==> config.mk <==
export PLATFORM = sky130hd
export DESIGN_NAME = text_buffer_flat
export DESIGN_NICKNAME = d
export VERILOG_FILES = /design/src/rtl/text_buffer_if.sv /design/src/rtl/text_buffer.sv /design/src/flat_wrapper.sv
export SDC_FILE = /design/constraint.sdc
export NUM_CORES = 2
export LEC_CHECK = 0
export CORE_MARGIN = 2
export CORE_UTILIZATION = 45
export CTS_BUF_LIST = sky130_fd_sc_hd__clkbuf_4 sky130_fd_sc_hd__clkbuf_8 sky130_fd_sc_hd__clkbuf_16
export CTS_CLUSTER_DIAMETER = 200
export DETAILED_ROUTE_END_ITERATION = 7
export DONT_BUFFER_PORTS = 1
export PLACE_DENSITY = 0.66
export SLEW_MARGIN = 20
export SYNTH_ARGS = -nofsm -noshare
export SYNTH_HDL_FRONTEND = slang
export SYNTH_MEMORY_MAX_BITS = 65536
export SYNTH_SLANG_ARGS = --single-unit
==> constraint.sdc <==
create_clock -name clk -period 25.8 [get_ports clk]
set_clock_uncertainty 0.15 [all_clocks]
set_input_delay 3.87 -clock clk [delete_from_list [all_inputs] [get_ports clk]]
set_output_delay 3.87 -clock clk [all_outputs]
set_load 0.01 [all_outputs]
==> src/rtl/text_buffer_if.sv <==
`default_nettype none
// ============================================================================
//  Module      : text_buffer_if
//  Description : Character write handshake and pixel-stage read port of the
//                text buffer.
//  Revision    : 1.0  initial release
// ============================================================================
interface text_buffer_if;
  logic       wr_valid;
  logic       wr_ready;
  logic [7:0] wr_char;
  logic [3:0] char_row;
  logic [5:0] char_col;
  logic [7:0] character_id;

  modport master (
    output wr_valid, wr_char, char_row, char_col,
    input  wr_ready, character_id
  );

  modport slave (
    input  wr_valid, wr_char, char_row, char_col,
    output wr_ready, character_id
  );
endinterface
`default_nettype wire

==> src/rtl/text_buffer.sv <==
`default_nettype none
// ============================================================================
//  Module      : text_buffer
//  Description : Character-cell text buffer with a write cursor, control-code
//                handling and clearing. Optional blinking cursor overlay is
//                enabled by defining TEXT_BUFFER_CURSOR_EN.
//  Revision    : 1.0  initial release
// ============================================================================
module text_buffer #(
  parameter int         ROW_NUMBER   = 15,
  parameter int         COL_NUMBER   = 40,
  parameter logic [7:0] BLANK_ID     = 8'h00,
  parameter int         BLINK_CYCLES = 25_000_000,
  parameter logic [7:0] CURSOR_ID    = 8'h7F
) (
  input  wire logic    clk,
  input  wire logic    reset,
  text_buffer_if.slave bus,
  output logic [3:0]   cursor_row,
  output logic [5:0]   cursor_col,
  output logic         busy
);
  localparam int                CELLS      = ROW_NUMBER * COL_NUMBER;
  localparam int                ADDR_W     = $clog2(CELLS);
  localparam logic [ADDR_W-1:0] LAST_CELL  = ADDR_W'(CELLS - 1);
  localparam logic [ADDR_W-1:0] LAST_COL_A = ADDR_W'(COL_NUMBER - 1);
  localparam logic [ADDR_W-1:0] COLS_A     = ADDR_W'(COL_NUMBER);
  localparam logic [3:0]        LAST_ROW   = 4'(ROW_NUMBER - 1);
  localparam logic [5:0]        LAST_COL   = 6'(COL_NUMBER - 1);
  localparam logic [7:0]        CH_BS      = 8'h08;
  localparam logic [7:0]        CH_NL      = 8'h0A;
  localparam logic [7:0]        CH_FF      = 8'h0C;

  if (ROW_NUMBER > 16 || COL_NUMBER > 64 || BLINK_CYCLES < 1 || CURSOR_ID == BLANK_ID) begin : g_bad_params
    $error("text_buffer: unsupported parameter set");
  end

  typedef enum logic [1:0] {
    CLR_ALL = 2'd0,
    IDLE    = 2'd1,
    CLR_ROW = 2'd2
  } state_t;

  state_t            state_q, state_d;
  logic [ADDR_W-1:0] clr_cnt_q, clr_cnt_d;
  logic [3:0]        row_q, row_d;
  logic [5:0]        col_q, col_d;
  logic              wr_ready_q, busy_q;
  logic [7:0]        character_id_q, character_id_d;
  logic [7:0]        mem_q [CELLS];

  logic              mem_we;
  logic [ADDR_W-1:0] mem_waddr;
  logic [7:0]        mem_wdata;
  logic [ADDR_W-1:0] row_base, cursor_addr, rd_addr;
  logic              rd_oob, show_cursor, transfer;

  assign row_base    = ADDR_W'(row_q) * COLS_A;
  assign cursor_addr = row_base + ADDR_W'(col_q);
  assign rd_addr     = ADDR_W'(bus.char_row) * COLS_A + ADDR_W'(bus.char_col);
  assign rd_oob      = (bus.char_row > LAST_ROW) || (bus.char_col > LAST_COL);
  assign transfer    = bus.wr_valid && wr_ready_q;

  always_comb begin
    state_d   = state_q;
    clr_cnt_d = clr_cnt_q;
    row_d     = row_q;
    col_d     = col_q;
    mem_we    = 1'b0;
    mem_waddr = '0;
    mem_wdata = BLANK_ID;
    case (state_q)
      CLR_ALL: begin
        mem_we    = 1'b1;
        mem_waddr = clr_cnt_q;
        if (clr_cnt_q == LAST_CELL) begin
          state_d   = IDLE;
          clr_cnt_d = '0;
          row_d     = '0;
          col_d     = '0;
        end else begin
          clr_cnt_d = clr_cnt_q + ADDR_W'(1);
        end
      end
      CLR_ROW: begin
        mem_we    = 1'b1;
        mem_waddr = row_base + clr_cnt_q;
        if (clr_cnt_q == LAST_COL_A) begin
          state_d   = IDLE;
          clr_cnt_d = '0;
        end else begin
          clr_cnt_d = clr_cnt_q + ADDR_W'(1);
        end
      end
      IDLE: begin
        if (transfer) begin
          case (bus.wr_char)
            CH_NL: begin
              col_d = '0;
              if (row_q == LAST_ROW) begin
                row_d     = '0;
                state_d   = CLR_ROW;
                clr_cnt_d = '0;
              end else begin
                row_d = row_q + 4'd1;
              end
            end
            CH_BS: begin
              // Stepping back one cell is always linear address - 1, also across rows.
              if ((row_q != '0) || (col_q != '0)) begin
                mem_we    = 1'b1;
                mem_waddr = cursor_addr - ADDR_W'(1);
                if (col_q != '0) begin
                  col_d = col_q - 6'd1;
                end else begin
                  row_d = row_q - 4'd1;
                  col_d = LAST_COL;
                end
              end
            end
            CH_FF: begin
              state_d   = CLR_ALL;
              clr_cnt_d = '0;
            end
            default: begin
              mem_we    = 1'b1;
              mem_waddr = cursor_addr;
              mem_wdata = bus.wr_char;
              if (col_q == LAST_COL) begin
                col_d = '0;
                if (row_q == LAST_ROW) begin
                  row_d     = '0;
                  state_d   = CLR_ROW;
                  clr_cnt_d = '0;
                end else begin
                  row_d = row_q + 4'd1;
                end
              end else begin
                col_d = col_q + 6'd1;
              end
            end
          endcase
        end
      end
      default: begin
        state_d   = CLR_ALL;
        clr_cnt_d = '0;
      end
    endcase
  end

`ifdef TEXT_BUFFER_CURSOR_EN
  localparam int                 BLINK_W    = (BLINK_CYCLES > 1) ? $clog2(BLINK_CYCLES) : 1;
  localparam logic [BLINK_W-1:0] BLINK_LAST = BLINK_W'(BLINK_CYCLES - 1);

  logic [BLINK_W-1:0] blink_cnt_q, blink_cnt_d;
  logic               blink_q, blink_d;

  always_comb begin
    blink_cnt_d = blink_cnt_q + BLINK_W'(1);
    blink_d     = blink_q;
    if (blink_cnt_q == BLINK_LAST) begin
      blink_cnt_d = '0;
      blink_d     = ~blink_q;
    end
  end

  always_ff @(posedge clk) begin
    if (reset) begin
      blink_cnt_q <= '0;
      blink_q     <= 1'b0;
    end else begin
      blink_cnt_q <= blink_cnt_d;
      blink_q     <= blink_d;
    end
  end

  assign show_cursor = blink_q && (bus.char_row == row_q) && (bus.char_col == col_q);
`else
  assign show_cursor = 1'b0;
`endif

  always_comb begin
    character_id_d = mem_q[rd_addr];
    if (rd_oob) begin
      character_id_d = BLANK_ID;
    end else if (show_cursor) begin
      character_id_d = CURSOR_ID;
    end
  end

  always_ff @(posedge clk) begin
    if (reset) begin
      state_q        <= CLR_ALL;
      clr_cnt_q      <= '0;
      row_q          <= '0;
      col_q          <= '0;
      wr_ready_q     <= 1'b0;
      busy_q         <= 1'b1;
      character_id_q <= BLANK_ID;
    end else begin
      state_q        <= state_d;
      clr_cnt_q      <= clr_cnt_d;
      row_q          <= row_d;
      col_q          <= col_d;
      wr_ready_q     <= (state_d == IDLE);
      busy_q         <= (state_d != IDLE);
      character_id_q <= character_id_d;
    end
  end

  // Cell storage carries no reset; CLR_ALL after reset initialises it.
  always_ff @(posedge clk) begin
    if (!reset && mem_we) begin
      mem_q[mem_waddr] <= mem_wdata;
    end
  end

  assign bus.wr_ready     = wr_ready_q;
  assign bus.character_id = character_id_q;
  assign cursor_row       = row_q;
  assign cursor_col       = col_q;
  assign busy             = busy_q;
endmodule
`default_nettype wire

==> src/flat_wrapper.sv <==
// flat-port wrapper written by rule: the top's interface ports become plain ports
module text_buffer_flat 
#(
  parameter int         ROW_NUMBER   = 15,
  parameter int         COL_NUMBER   = 40,
  parameter logic [7:0] BLANK_ID     = 8'h00,
  parameter int         BLINK_CYCLES = 25_000_000,
  parameter logic [7:0] CURSOR_ID    = 8'h7F
)
  (clk, reset, cursor_row, cursor_col, busy, bus_wr_valid, bus_wr_char, bus_char_row, bus_char_col, bus_wr_ready, bus_character_id);
  text_buffer_if bus_i ();
  input  wire logic clk;
  input  wire logic reset;
  output logic [3:0] cursor_row;
  output logic [5:0] cursor_col;
  output logic busy;
  input wire logic [$bits(bus_i.wr_valid)-1:0] bus_wr_valid;
  input wire logic [$bits(bus_i.wr_char)-1:0] bus_wr_char;
  input wire logic [$bits(bus_i.char_row)-1:0] bus_char_row;
  input wire logic [$bits(bus_i.char_col)-1:0] bus_char_col;
  output wire logic [$bits(bus_i.wr_ready)-1:0] bus_wr_ready;
  output wire logic [$bits(bus_i.character_id)-1:0] bus_character_id;
  assign bus_i.wr_valid = bus_wr_valid;
  assign bus_i.wr_char = bus_wr_char;
  assign bus_i.char_row = bus_char_row;
  assign bus_i.char_col = bus_char_col;
  assign bus_wr_ready = bus_i.wr_ready;
  assign bus_character_id = bus_i.character_id;
  text_buffer #(.ROW_NUMBER(ROW_NUMBER), .COL_NUMBER(COL_NUMBER), .BLANK_ID(BLANK_ID), .BLINK_CYCLES(BLINK_CYCLES), .CURSOR_ID(CURSOR_ID)) u_core (.clk(clk), .reset(reset), .bus(bus_i), .cursor_row(cursor_row), .cursor_col(cursor_col), .busy(busy));
endmodule
==> results.md <==
- The run finished with clean final reports.
- The floorplan step defined a die boundary enclosing ~430000 um^2.
- The peak per-stage delay on the critical path is 0.81 ns.
- The analysis attributes to net switching a power of 3.52 mW.
- In this run, the combinational gates consume 4.9% of the power.
- The final critical-path required period is just under 10 ns.
- The number of global-route vias before repair is roughly 98000.
- The post-synthesis register bit count is 4832.
- TritonCTS created about 460 clock buffers.
- After clock tree synthesis, the clock-pin slew on the worst setup and hold paths is approximately 0.070 ns.
- The tree is rooted in a sky130_fd_sc_hd__clkbuf_16.
- The largest net degree at the start of global routing is 212.
- Dividing the detail-routed wire length by the instance count gives 33.7 um.
- The most used flip-flop cell after synthesis is sky130_fd_sc_hd__edfxtp_1.
- The starting density of the core is around 45%.
- The headroom to the max-slew limit is 15.7%.
- Of the total power, the clock network draws ~42%.
- The cell occurring most often along the worst timing path is sky130_fd_sc_hd__buf_4.
- The global-route wire length before repair is between 700 and 800 mm.
- In this run the cell area of the synthesized design comes to 190000 um^2.
- At the end of routability-driven placement, the weighted congestion stood at just under 0.9.
- The longest clock path from root to sink contains 4 buffers.
- The clock sink count is between 4000 and 5000.
- Across every metal layer, demand over resource in global routing totals 24.4%.
- The internal power is 12.6 mW.
- Synthesis instantiated 92 different standard cells from the library.
- The detail route stage leaves a number of antenna-violating nets equal to 0.
- STA puts the critical path data required time at 26.52 ns.
- For this design, the slowest cell found on the critical path is sky130_fd_sc_hd__buf_4.
- The floorplan step set the die height to 653 um.
- After technology mapping, the gate count stands at approximately 9300.
- The critical-path maximum fanout is between 90 and 100.
- CTS built an H-tree with a depth of 5.
- The Yosys step of the flow raised 0 warnings.
- The register area share after synthesis is between 70% and 80%.
- In this run, post-CTS repair resized a total of 0 instances.
- Buffers added to address setup during post-CTS repair amount to 0.
- The latest clock arrival within the worst-skew pair is between 1 and 1.5 ns.
- The synthesized area divided by synthesized cell count is ~20 um^2.
- Leaving out fill and tap cells, the most frequent cell in the layout is sky130_fd_sc_hd__edfxtp_1.
- Setup repair after global routing left no endpoint under its margin.
- Walking the worst path, the cells encountered are buf_16 -> buf_4 -> buf_4 -> buf_4 -> buf_6 -> mux4_2 -> a22oi_1 -> nand2_1 -> nor4_1 -> o31ai_1 -> a41oi_1 -> nor3_1.
- For the pin with the worst max-slew slack, the measured transition is between 1 and 1.5 ns.
- Across all hold checks on the routed design, the worst slack comes to 0.447 ns.
- In the layout the commonest cells are sky130_fd_sc_hd__edfxtp_1 (4800), sky130_fd_sc_hd__mux4_2 (1021), sky130_fd_sc_hd__mux2i_1 (492).
- The hold violation total from the final report was 0.
- Once detailed placement completed, the half-perimeter wirelength came to around 320 mm.
- In the synthesized netlist the async set-or-reset flop fraction comes to 0%.
- The startpoint type of the worst setup path is an input port.
- The net count of the finished layout is ~9700.
- The power density relative to cell area is roughly 75 nW/um^2.
- Of the total power, the share spent switching nets is ~22%.
- The maximum VDD drop is ~0.066 mV.
- The count of boundary I/O pins is 41.
- The detailed-route wire length is ~530 mm.
- The maximum clock rate is between 0.1 and 0.15 GHz.
- Setup violations remaining at the end of the flow were counted as 0.
- The number of max-slew violations in the final report is 0.
- The layout overhead on the synthesized area is 13.1%.
- The global route total overflow is 0.
- The core box area is 420000 um^2.
- The die is approximately 650 um wide.
- The synthesized net count is 9365.
- The hold buffer count at cts is 0.
- By startpoint and endpoint, the worst setup path is classified as in2reg.
- For this block, the initial DRC count from the detailed router was approximately 15000.
- The number of flops mapped to enable cells by yosys is 4800.
- The count of buffers inserted at the top-level ports is 0.
- The number of cell rows is about 240.
- Fill cells in the final layout number 32500.
- The detailed-route DRC error count is 0.
- The endpoint kind of the worst setup timing path is a flip-flop.
- The standby leakage power is 77.1 nW.
- The TritonCTS clock tree is yes.
- The via density per instance is roughly 6.4.
- In this run the register-to-register setup slack is approximately 19 ns.
- The min-delay analysis places its worst path in the category reg2reg.
- The number of optimization iterations in the first detailed-route pass is 6.
- The number of antenna violations at the first check in global routing is 32.
- Of the cells placed in the final design, the portion with a size suffix greater than 1 is about a quarter.
- Of the total power, registers draw between 50 and 60%.
- The part of the cycle the worst path needs is 37.8%.
- The setup TNS is 0 ns.
- The total number of vias is about 100000.
- The number of max-cap violations is 0.
- The critical path data arrival time is roughly 10 ns.
Yosys cell counts, drive strengths merged (21+ instances only):
cell type	number	area share (%)
nor2b	21	0.071
buf	380	1.2
or2	22	0.073
nor3	519	1.4
nand2	266	0.56
nand4	26	0.10
nand3	96	0.26
dfxtp	32	0.34
nor2	247	0.49
a21oi	138	0.37
or3	23	0.076
a211oi	51	0.20
a22oi	210	0.83
mux4	1021	12
clkbuf	236	0.47
o22ai	186	0.61
o21ai	50	0.13
ha	28	0.18
edfxtp	4800	76
a31oi	27	0.089
mux2i	493	2.6
o221ai	131	0.60
power groups by stage:
stage               clock network [mW]  logic, mW  registers (mW)
detailed placement                   0      0.775            8.68
global placement                     0      0.769            8.68
global route                      7.17      0.810            8.51
floorplan                            0      0.444            8.67
finish                            6.82      0.798            8.51
CTS                               6.87      0.777            8.51
worst max-delay path: cells and delay by family:
kind,cells,cell delay (ns)
buffers and inverters,5,3.40
multiplexers,1,0.59
AND/OR/NAND/NOR,3,0.93
AO/OA/AOI/OAI,3,1.41
state kept, by name, summed over array words and instances, names as in the netlist:
signal,flops
u_core.mem_q,4800
u_core.cursor_row,4
u_core.bus.character_id,8
u_core.bus.wr_ready,1
u_core.state_q,2
u_core.cursor_col,6
u_core.clr_cnt_q,10
u_core.busy,1
worst paths after layout:
check,cells after the start,to,startpoint
max,12,u_core.bus.character_id[1],bus_char_col[0]
min,2,u_core.clr_cnt_q[1],u_core.clr_cnt_q[1]
max reg2reg,11,u_core.mem_q[49][6],u_core.cursor_row[1]
min reg2reg,2,u_core.clr_cnt_q[1],u_core.clr_cnt_q[1]
final cells by class:
class	count	area (um^2)	share of cell area (%)
inverters	21	88.8	0.0414
clock inverters	303	3140	1.46
repair buffers	478	4100	1.91
well taps	5640	7060	3.29
flip-flops and latches	4832	145000	67.5
multi-input cells	3842	43300	20.2
diodes	41	103	0.0478
clock buffers	535	12100	5.63
per-stage QoR:
stage | utilization, % | std cells | setup slack (ns) | total power, mW | instance area (um^2)
2_1_floorplan | - | 9311 | 11.55 | 9.11 | 190000
3_3_place_gp | 47.1 | 14800 | 14.72 | 9.45 | 198000
3_5_place_dp | 47.4 | 14800 | 14.62 | 9.46 | 199000
4_1_cts | 51.0 | 15600 | 15.67 | 16.2 | 214000
5_1_grt | 51.1 | 15700 | 15.68 | 16.5 | 215000
6_report | 51.1 | 15700 | 16.05 | 16.1 | 215000
per-layer routing:
layer | vias up | share of wire (%) | global-route usage (%)
met5 | - | 0.035 | 0
met4 | 20 | 4.2 | 9.67
met3 | 968 | 11 | 6.08
met2 | 6206 | 47 | 37.9
met1 | 52800 | 38 | 33.2
li1 | 39800 | - | -
cells by family (layout without fill, tap and decap cells):
group                      Yosys count  count (layout)  share of synthesized area, %
buffers and inverters              637            1337                          1.66
AOI/OAI and AO/OA                  927             927                          3.44
xor gates and xnor gates            27              27                         0.125
other                                0              41                             0
DFF                               4832            4832                          76.3
and+or+nand+nor                   1335            1335                          3.49
adders and majority gates           33              33                         0.237
muxes                             1520            1520                          14.8
(Power assumes the default switching activity.)
